### config.mk
export PLATFORM = sky130hd
export DESIGN_NAME = lbm_div_arbiter_flat
export DESIGN_NICKNAME = d
export VERILOG_FILES = /design/src/rtl/lbm_div_arbiter_if.sv /design/src/rtl/lbm_div_arbiter.sv /design/src/flat_wrapper.sv
export SDC_FILE = /design/constraint.sdc
export NUM_CORES = 1
export LEC_CHECK = 0
export BUFFER_PORTS_ARGS = -buffer_cell sky130_fd_sc_hd__buf_2
export CAP_MARGIN = 20
export CORE_MARGIN = 1.5
export CORE_UTILIZATION = 40
export CTS_CLUSTER_DIAMETER = 60
export CTS_CLUSTER_SIZE = 30
export DETAILED_ROUTE_END_ITERATION = 8
export PLACE_DENSITY = 0.75
export SLEW_MARGIN = 10
export SYNTH_ARGS = -nofsm -noshare
export SYNTH_HDL_FRONTEND = slang
export SYNTH_SLANG_ARGS = --single-unit
### constraint.sdc
create_clock -name Clk -period 1.6 [get_ports Clk]
set_input_delay 0 -clock Clk [delete_from_list [all_inputs] [get_ports Clk]]
set_output_delay 0 -clock Clk [all_outputs]
set_load 0.02 [all_outputs]
### src/rtl/lbm_div_arbiter_if.sv
// lbm_div_arbiter_if: requester and divider handshake bundle for lbm_div_arbiter
// slave : arbiter view (drives ack/result/busy and the divider operands/start)
// master: environment view (requesters plus divider)
interface lbm_div_arbiter_if #(
    parameter int NUM_REQ    = 2,
    parameter int DATA_WIDTH = 32
);
    logic [NUM_REQ-1:0]            req;
    logic [NUM_REQ*DATA_WIDTH-1:0] req_numer;
    logic [NUM_REQ*DATA_WIDTH-1:0] req_denom;
    logic [NUM_REQ-1:0]            ack;
    logic [DATA_WIDTH-1:0]         result;
    logic                          busy;
    logic                          div_start;
    logic [DATA_WIDTH-1:0]         div_numer;
    logic [DATA_WIDTH-1:0]         div_denom;
    logic                          div_valid;
    logic [DATA_WIDTH-1:0]         div_quotient;
    logic                          div_zero_err;
    modport slave (
        input  req, req_numer, req_denom, div_valid, div_quotient,
        output ack, result, busy, div_start, div_numer, div_denom, div_zero_err
    );
    modport master (
        output req, req_numer, req_denom, div_valid, div_quotient,
        input  ack, result, busy, div_start, div_numer, div_denom, div_zero_err
    );
endinterface

### src/rtl/lbm_div_arbiter.sv
// lbm_div_arbiter: round-robin sharing of one iterative divider among NUM_REQ requesters
// Ports: Clk (rising edge), Reset (sync, active-high), bus (lbm_div_arbiter_if.slave):
//   req/req_numer/req_denom in, ack/result out; div_start/div_numer/div_denom out,
//   div_valid/div_quotient in; busy and div_zero_err status out.
// Optional macro LBM_DIV_ZERO_GUARD_EN: zero denominators bypass the divider and set div_zero_err.
module lbm_div_arbiter #(
    parameter int NUM_REQ    = 2,
    parameter int DATA_WIDTH = 32
) (
    input  logic               Clk,
    input  logic               Reset,
    lbm_div_arbiter_if.slave   bus
);
    localparam int IW = $clog2(NUM_REQ);
    typedef enum logic [1:0] {IDLE, ISSUE, WAIT, DONE} state_t;
    state_t                state_q, state_d;
    logic [IW-1:0]         idx_q, idx_d, last_q, last_d, sel, j;
    logic [NUM_REQ-1:0]    ack_q, ack_d;
    logic [DATA_WIDTH-1:0] result_q, result_d, div_numer_q, div_numer_d, div_denom_q, div_denom_d;
    logic [DATA_WIDTH-1:0] sel_numer, sel_denom;
    logic                  busy_q, busy_d, div_start_q, div_start_d;
`ifdef LBM_DIV_ZERO_GUARD_EN
    logic                  zero_err_q, zero_err_d;
`endif
    always_comb begin
        // first set request scanning upward from last_q+1; later k overwritten by lower k
        sel = last_q;
        j = '0;
        for (int k = NUM_REQ; k >= 1; k--) begin
            j = IW'((int'(last_q) + k) % NUM_REQ);
            if (bus.req[j]) sel = j;
        end
        sel_numer = bus.req_numer[sel*DATA_WIDTH +: DATA_WIDTH];
        sel_denom = bus.req_denom[sel*DATA_WIDTH +: DATA_WIDTH];
        state_d = state_q;
        idx_d = idx_q;
        last_d = last_q;
        result_d = result_q;
        div_numer_d = div_numer_q;
        div_denom_d = div_denom_q;
        div_start_d = 1'b0;
        ack_d = '0;
`ifdef LBM_DIV_ZERO_GUARD_EN
        zero_err_d = zero_err_q;
`endif
        case (state_q)
            IDLE: if (|bus.req) begin
                idx_d = sel;
                div_numer_d = sel_numer;
                div_denom_d = sel_denom;
                state_d = ISSUE;
                div_start_d = 1'b1;
`ifdef LBM_DIV_ZERO_GUARD_EN
                if (sel_denom == '0) begin
                    state_d = DONE;
                    div_start_d = 1'b0;
                    result_d = '1;
                    zero_err_d = 1'b1;
                    ack_d = NUM_REQ'(1) << sel;
                end
`endif
            end
            ISSUE: state_d = WAIT;
            WAIT: if (bus.div_valid) begin
                result_d = bus.div_quotient;
                ack_d = NUM_REQ'(1) << idx_q;
                state_d = DONE;
            end
            default: begin
                last_d = idx_q;
                state_d = IDLE;
            end
        endcase
        busy_d = state_d != IDLE;
    end
    always_ff @(posedge Clk) begin
        if (Reset) begin
            state_q <= IDLE;
            idx_q <= '0;
            last_q <= IW'(NUM_REQ - 1);
            ack_q <= '0;
            result_q <= '0;
            busy_q <= 1'b0;
            div_start_q <= 1'b0;
            div_numer_q <= '0;
            div_denom_q <= '0;
`ifdef LBM_DIV_ZERO_GUARD_EN
            zero_err_q <= 1'b0;
`endif
        end else begin
            state_q <= state_d;
            idx_q <= idx_d;
            last_q <= last_d;
            ack_q <= ack_d;
            result_q <= result_d;
            busy_q <= busy_d;
            div_start_q <= div_start_d;
            div_numer_q <= div_numer_d;
            div_denom_q <= div_denom_d;
`ifdef LBM_DIV_ZERO_GUARD_EN
            zero_err_q <= zero_err_d;
`endif
        end
    end
    assign bus.ack = ack_q;
    assign bus.result = result_q;
    assign bus.busy = busy_q;
    assign bus.div_start = div_start_q;
    assign bus.div_numer = div_numer_q;
    assign bus.div_denom = div_denom_q;
`ifdef LBM_DIV_ZERO_GUARD_EN
    assign bus.div_zero_err = zero_err_q;
`else
    assign bus.div_zero_err = 1'b0;
`endif
endmodule
### src/flat_wrapper.sv
// flat-port wrapper written by rule: the top's interface ports become plain ports
module lbm_div_arbiter_flat 
#(
    parameter int NUM_REQ    = 2,
    parameter int DATA_WIDTH = 32
)
  (Clk, Reset, bus_req, bus_req_numer, bus_req_denom, bus_div_valid, bus_div_quotient, bus_ack, bus_result, bus_busy, bus_div_start, bus_div_numer, bus_div_denom, bus_div_zero_err);
  lbm_div_arbiter_if #(.NUM_REQ(NUM_REQ), .DATA_WIDTH(DATA_WIDTH)) bus_i ();
  input  logic Clk;
  input  logic Reset;
  input wire logic [$bits(bus_i.req)-1:0] bus_req;
  input wire logic [$bits(bus_i.req_numer)-1:0] bus_req_numer;
  input wire logic [$bits(bus_i.req_denom)-1:0] bus_req_denom;
  input wire logic [$bits(bus_i.div_valid)-1:0] bus_div_valid;
  input wire logic [$bits(bus_i.div_quotient)-1:0] bus_div_quotient;
  output wire logic [$bits(bus_i.ack)-1:0] bus_ack;
  output wire logic [$bits(bus_i.result)-1:0] bus_result;
  output wire logic [$bits(bus_i.busy)-1:0] bus_busy;
  output wire logic [$bits(bus_i.div_start)-1:0] bus_div_start;
  output wire logic [$bits(bus_i.div_numer)-1:0] bus_div_numer;
  output wire logic [$bits(bus_i.div_denom)-1:0] bus_div_denom;
  output wire logic [$bits(bus_i.div_zero_err)-1:0] bus_div_zero_err;
  assign bus_i.req = bus_req;
  assign bus_i.req_numer = bus_req_numer;
  assign bus_i.req_denom = bus_req_denom;
  assign bus_i.div_valid = bus_div_valid;
  assign bus_i.div_quotient = bus_div_quotient;
  assign bus_ack = bus_i.ack;
  assign bus_result = bus_i.result;
  assign bus_busy = bus_i.busy;
  assign bus_div_start = bus_i.div_start;
  assign bus_div_numer = bus_i.div_numer;
  assign bus_div_denom = bus_i.div_denom;
  assign bus_div_zero_err = bus_i.div_zero_err;
  lbm_div_arbiter #(.NUM_REQ(NUM_REQ), .DATA_WIDTH(DATA_WIDTH)) u_core (.Clk(Clk), .Reset(Reset), .bus(bus_i));
endmodule
---- Word-level counts from Yosys, hierarchy flattened ----
Cells that the tools add are included.
operators by class
  $add $sub $neg .......................... 2
  $lt $le $gt $ge ......................... 2
  eq/ne operators ......................... 2
  shifts and indexed selects .............. 3
  multiplexer cells ....................... 10
  bitwise logic cells ..................... 3
  reduce and logical (&&, ||, !) cells .... 8
operators by type and width
  operator                                                     count
  variable part select 64 x 7 -> 32 bit                        2
  two-way mux 1 bit                                            7
  one-hot mux 2 bit (3 select lines)                           1
  OR reduction 3 bit                                           2
  less-than comparator 1 x 2 -> 1 bit (second input constant)  2
  two-way mux 2 bit                                            2
  AND reduction 2 bit                                          2
  OR reduction 2 bit                                           2
  inverter 1 bit                                               3
  adder 1 bit (second input constant)                          2
  equality test 2 x 1 -> 1 bit (second input constant)         1
  equality test 2 bit (second input constant)                  1
  zero test 2 bit                                              1
  nonzero test 2 bit                                           1
  << shifter 1 x 1 -> 2 bit (first input constant)             1
storage, ports and cells
  register bits ........................... 104
  input bits .............................. 165
  output and inout port bits .............. 101
  logic and storage cells ................. 39

---- Longest topological paths before layout ----
  depth after elaboration ................. 6
  depth in mapped cells ................... 8
  mapped depth without buffers ............ 5

---- Worst setup path before layout ----
OpenSTA, ideal clock, no wires.
  path kind ............................... register -> register
  start ................................... register u_core.state_q[0]
  end ..................................... register u_core.div_denom_q[11] (netlist: u_core.bus.div_denom[11])
  setup time .............................. 0.091 ns
  arrival ................................. 1.306 ns
  data required time ...................... 1.509 ns
  path slack .............................. 0.203 ns
  cell stages (with the launch flop) ...... 8
  path buffers ............................ 3
  clock period less this slack ............ 1.397 ns
  cells stage by stage .................... dfxtp_1 -> inv_1 -> ha_1 -> o21a_1 -> buf_2 -> buf_4 -> buf_2 -> a311oi_1
on the way
  longest elaborated chain between the ends .. 2
RTL lines
  element                        line                   source
  start: declaration             lbm_div_arbiter.sv:16  state_t state_q, state_d;
  start signal: assignment       lbm_div_arbiter.sv:91  state_q <= state_d;
  zero test 2 bit                lbm_div_arbiter.sv:46  case (state_q)
  AND reduction 2 bit (no line)  n/a
  end signal: assignment         lbm_div_arbiter.sv:99  div_denom_q <= div_denom_d;
  end: declaration               lbm_div_arbiter.sv:19  logic [DATA_WIDTH-1:0] result_q, result_d, div_numer_q, div_numer_d, div_denom_q, div_denom_d;
Every way passes these cells.
A chain may end at the register's enable or synchronous reset.

---- Worst setup path in the final report ----
  start ................................... register u_core.state_q[0]
  end ..................................... register u_core.div_denom_q[21] (netlist: u_core.bus.div_denom[21])
The elaborated chain is that of the path after synthesis.

==> flow_metrics.py <==
metrics = {
    "worst_setup_path": {
        "path_buf_inv": 2,
        "r2r-start": "u_core.state_q[0]",
        "critPathCaptureType": "register",
        "startpoint": "u_core.state_q[0]",
        "critPathLaunchType": "register",
        "critPathSlowestCell": "dfxtp_1",
        "critPathKind": "reg2reg",
        "slowest_delay_ns": 0.35,
        "arrival_ns": 1.77,
        "cp_max_fo": 44,
        "cp.required_ns": 1.87,
        "cp_top_family": "compound AO/OA/AOI/OAI gates",
        "path_cells": "inv_1 -> ha_1 -> o21a_4 -> buf_12 -> nor2_1 -> a311oi_2",
    },
    "route": {
        "via_per_inst": 5.49,
        "dr_wl_met2_mm": 8.92,
        "detail_route.iter0.violations": 626,
        "wl_met1_mm": 6.78,
        "drc": 0,
        "drt_first_pass_iters": 5,
        "wl_met3_mm": 1.68,
        "wl_mm": 18.5,
        "wl_per_cell_um": 17.2,
        "vias": 5905,
        "drtAntennaViolNets": 0,
        "highest_layer": "met4",
    },
    "timing": {
        "maxSlewHeadroom": 0.666,
        "rsz0062_at_grt": "no",
        "finalCriticalPeriod_ns": 1.50,
        "worstMarginPinSlew_ns": 0.502,
        "fin_skew_ns": 0.00916,
        "hold_viol_final": 0,
        "drv_slew": 0,
        "setup-tns-final_ns": 0,
        "fmax_mhz": 666,
        "finalSetupViolations": 0,
        "period_share": 0.939,
    },
    "floorplan": {
        "die_x_um": 108,
        "row_count": 38,
        "start_util": 0.408,
        "fp.coreArea_um2": 10800,
        "die-area_um2": 11600,
        "num_io_pins": 266,
        "die_h_um": 108,
    },
    "clock_tree": {
        "path_clk_slew_ns": 0.10,
        "cts_tree": "yes",
        "cts_sinks": 104,
        "htreeDepth": 3,
        "cts_root_buf": "clkbuf_8",
        "cts_buffer_depth": 2,
        "cts_buffers": 9,
        "clk_latency_ns": 0.37,
        "post_cts_buffers": 0,
    },
    "power_and_ir_drop": {
        "p_leak_nw": 3.46,
        "power_mw": 10.6,
        "ir_worst_vdd_uv": 709,
        "power_density_nw_per_um2": 1380,
    },
    "status": {
        "status": "completed",
    },
    "yosys": {
        "yosysMostFrequentCell": "dfxtp_1",
        "synthArstFlopShare": 0,
        "yosysTopAreaCell": "dfxtp_1",
        "synth_edf_count": 0,
        "syn_nets": 711,
        "ys_seq_area_frac": 0.473,
        "ys_types": 25,
        "syn_inst": 543,
        "synth_common_cells": "dfxtp_1, a311oi_1, nand2_1, nor2_1, nand3_1",
        "synth-seq-cells": 104,
        "yosys-top-cells-area": "dfxtp_1, a311oi_1, nand3_1, o21ai_0, nand2_1",
        "avgSynthCellArea_um2": 8.10,
        "synth_top_area_frac": 0.473,
        "synth_area_um2": 4400,
        "yosys_warnings": 0,
        "synth_flop_cell": "dfxtp_1",
    },
    "placed_design": {
        "post_dp_cell_area_um2": 5850,
        "place.gp.congestion": 0.793,
        "numPortBuffers": 264,
        "dp_hpwl_mm": 9.53,
    },
    "job": {
        "drv_cap": 0,
    },
    "final_layout": {
        "multi_input_area_um2": 2050,
        "area.growth.synth_to_final_pct": 75.1,
        "fin_area_um2": 7700,
        "seqCellArea_um2": 2080,
        "diodes": 0,
        "n_fill_cell": 740,
        "fin_nets": 1098,
        "drive_gt1_frac": 0.325,
    },
    "global_route": {
        "grt.overflow.total": 0,
        "antenna_found_initial": 0,
        "track_usage": 0.311,
        "grt_pass1_vias": 5955,
        "grt_pass1_wl_mm": 28.6,
        "grt_max_degree": 64,
    },
    "hold_path": {
        "hp-class": "in2reg",
        "hp-start": "bus_div_valid",
    },
}
-- stage by stage --
step | utilization | worst slack (ns) | instances | hold slack (ns)
finish | 0.714 | 0.0975 | 1075 | 0.0340
global route | 0.714 | 0.00210 | 1075 | 0.0436
CTS | 0.711 | 0.0375 | 1075 | 0.0165
detailed placement | 0.542 | 0.0448 | 899 | 0.250
global placement | 0.542 | 0.186 | 899 | 0.240
floorplan | - | 0.203 | 543 | 0.0785
-- report_power, final --
group | internal, mW | leakage, nW | switching (mW) | total (mW)
clock | 0.896 | 0.106 | 0.964 | 1.86
sequential | 3.38 | 0.856 | 0.433 | 3.81
combinational | 1.93 | 2.49 | 3.05 | 4.97
-- worst register-to-register path: cells and delay by family, from the launching register on --
family	cells	cell delay [ns]
AO/OA/AOI/OAI	2	0.47
adder cells (fa/ha/maj)	1	0.18
buffers and inverters	2	0.30
flip-flops	1	0.35
AND/OR/NAND/NOR	1	0.11
-- per-layer routing --
metal,GRT usage,vias to the layer above
met5,0,-
met4,0.217,0
met3,0.0757,120
met2,0.530,430
met1,0.338,2639
li1,-,2716
-- cell type report --
cell class,count,share of cell area
multi-input combinational,375,0.266
inverter,2,0.000975
tap,140,0.0227
clock buffer,9,0.0161
clock inverter,7,0.0132
sequential,104,0.271
timing repair buffer,438,0.410
-- path summary, 6_finish.rpt --
check,end,slack (ns),depth (start not counted)
worst min-delay path,u_core.state_q[0],0.03,3
worst max-delay path,u_core.bus.div_denom[21],0.1,6
worst min register to register,u_core.bus.result[2],0.46,2
worst max register to register,u_core.bus.div_denom[21],0.1,6
-- cell usage in the layout (no fill, tap or decap) --
| master | n |
|---|---|
| a211o_1 | 1 |
| a211oi_1 | 1 |
| a21oi_1 | 32 |
| a311oi_1 | 62 |
| a311oi_2 | 3 |
| and2_1 | 1 |
| buf_12 | 10 |
| buf_2 | 263 |
| buf_4 | 4 |
| buf_6 | 1 |
| bufinv_16 | 2 |
| clkbuf_8 | 9 |
| clkinv_4 | 1 |
| clkinvlp_4 | 2 |
| conb_1 | 1 |
| dfxtp_1 | 103 |
| dfxtp_2 | 1 |
| dlygate4sd3_1 | 160 |
| ha_1 | 3 |
| inv_1 | 2 |
| inv_6 | 2 |
| nand2_1 | 65 |
| nand2b_2 | 2 |
| nand3_1 | 64 |
| nor2_1 | 65 |
| nor2b_1 | 3 |
| nor2b_4 | 2 |
| nor3_1 | 1 |
| nor3b_1 | 1 |
| o21a_4 | 1 |
| o21ai_0 | 55 |
| o21ai_1 | 10 |
| o31ai_1 | 1 |
| or2_2 | 1 |
-- cells by family (layout without fill, tap and decap cells) --
| group | Yosys count | in the layout | share of synthesized area |
|---|---|---|---|
| AO/OA/AOI/OAI | 166 | 166 | 0.247 |
| other | 1 | 1 | 0.000852 |
| AND/OR/NAND/NOR | 205 | 205 | 0.199 |
| flip-flops | 104 | 104 | 0.473 |
| adder cells (fa/ha/maj) | 3 | 3 | 0.00853 |
| buffers and inverters | 64 | 456 | 0.0711 |
-- timing repair --
item                       4_1_cts  5_1_grt
setup endpoints to repair        0       32
gates resized for setup          0        5
hold endpoints to repair        96        0
hold buffers                   160        0
-- flip-flops by register name (all words and copies together), names as in the netlist --
name and cells:
u_core.bus.div_denom 32, u_core.bus.div_numer 32, u_core.bus.result 32, u_core.bus.ack 2, u_core.state_q 2, u_core.bus.busy 1
u_core.bus.div_start 1, u_core.idx_q 1, u_core.last_q 1
Power figures use the tool's default switching activity.
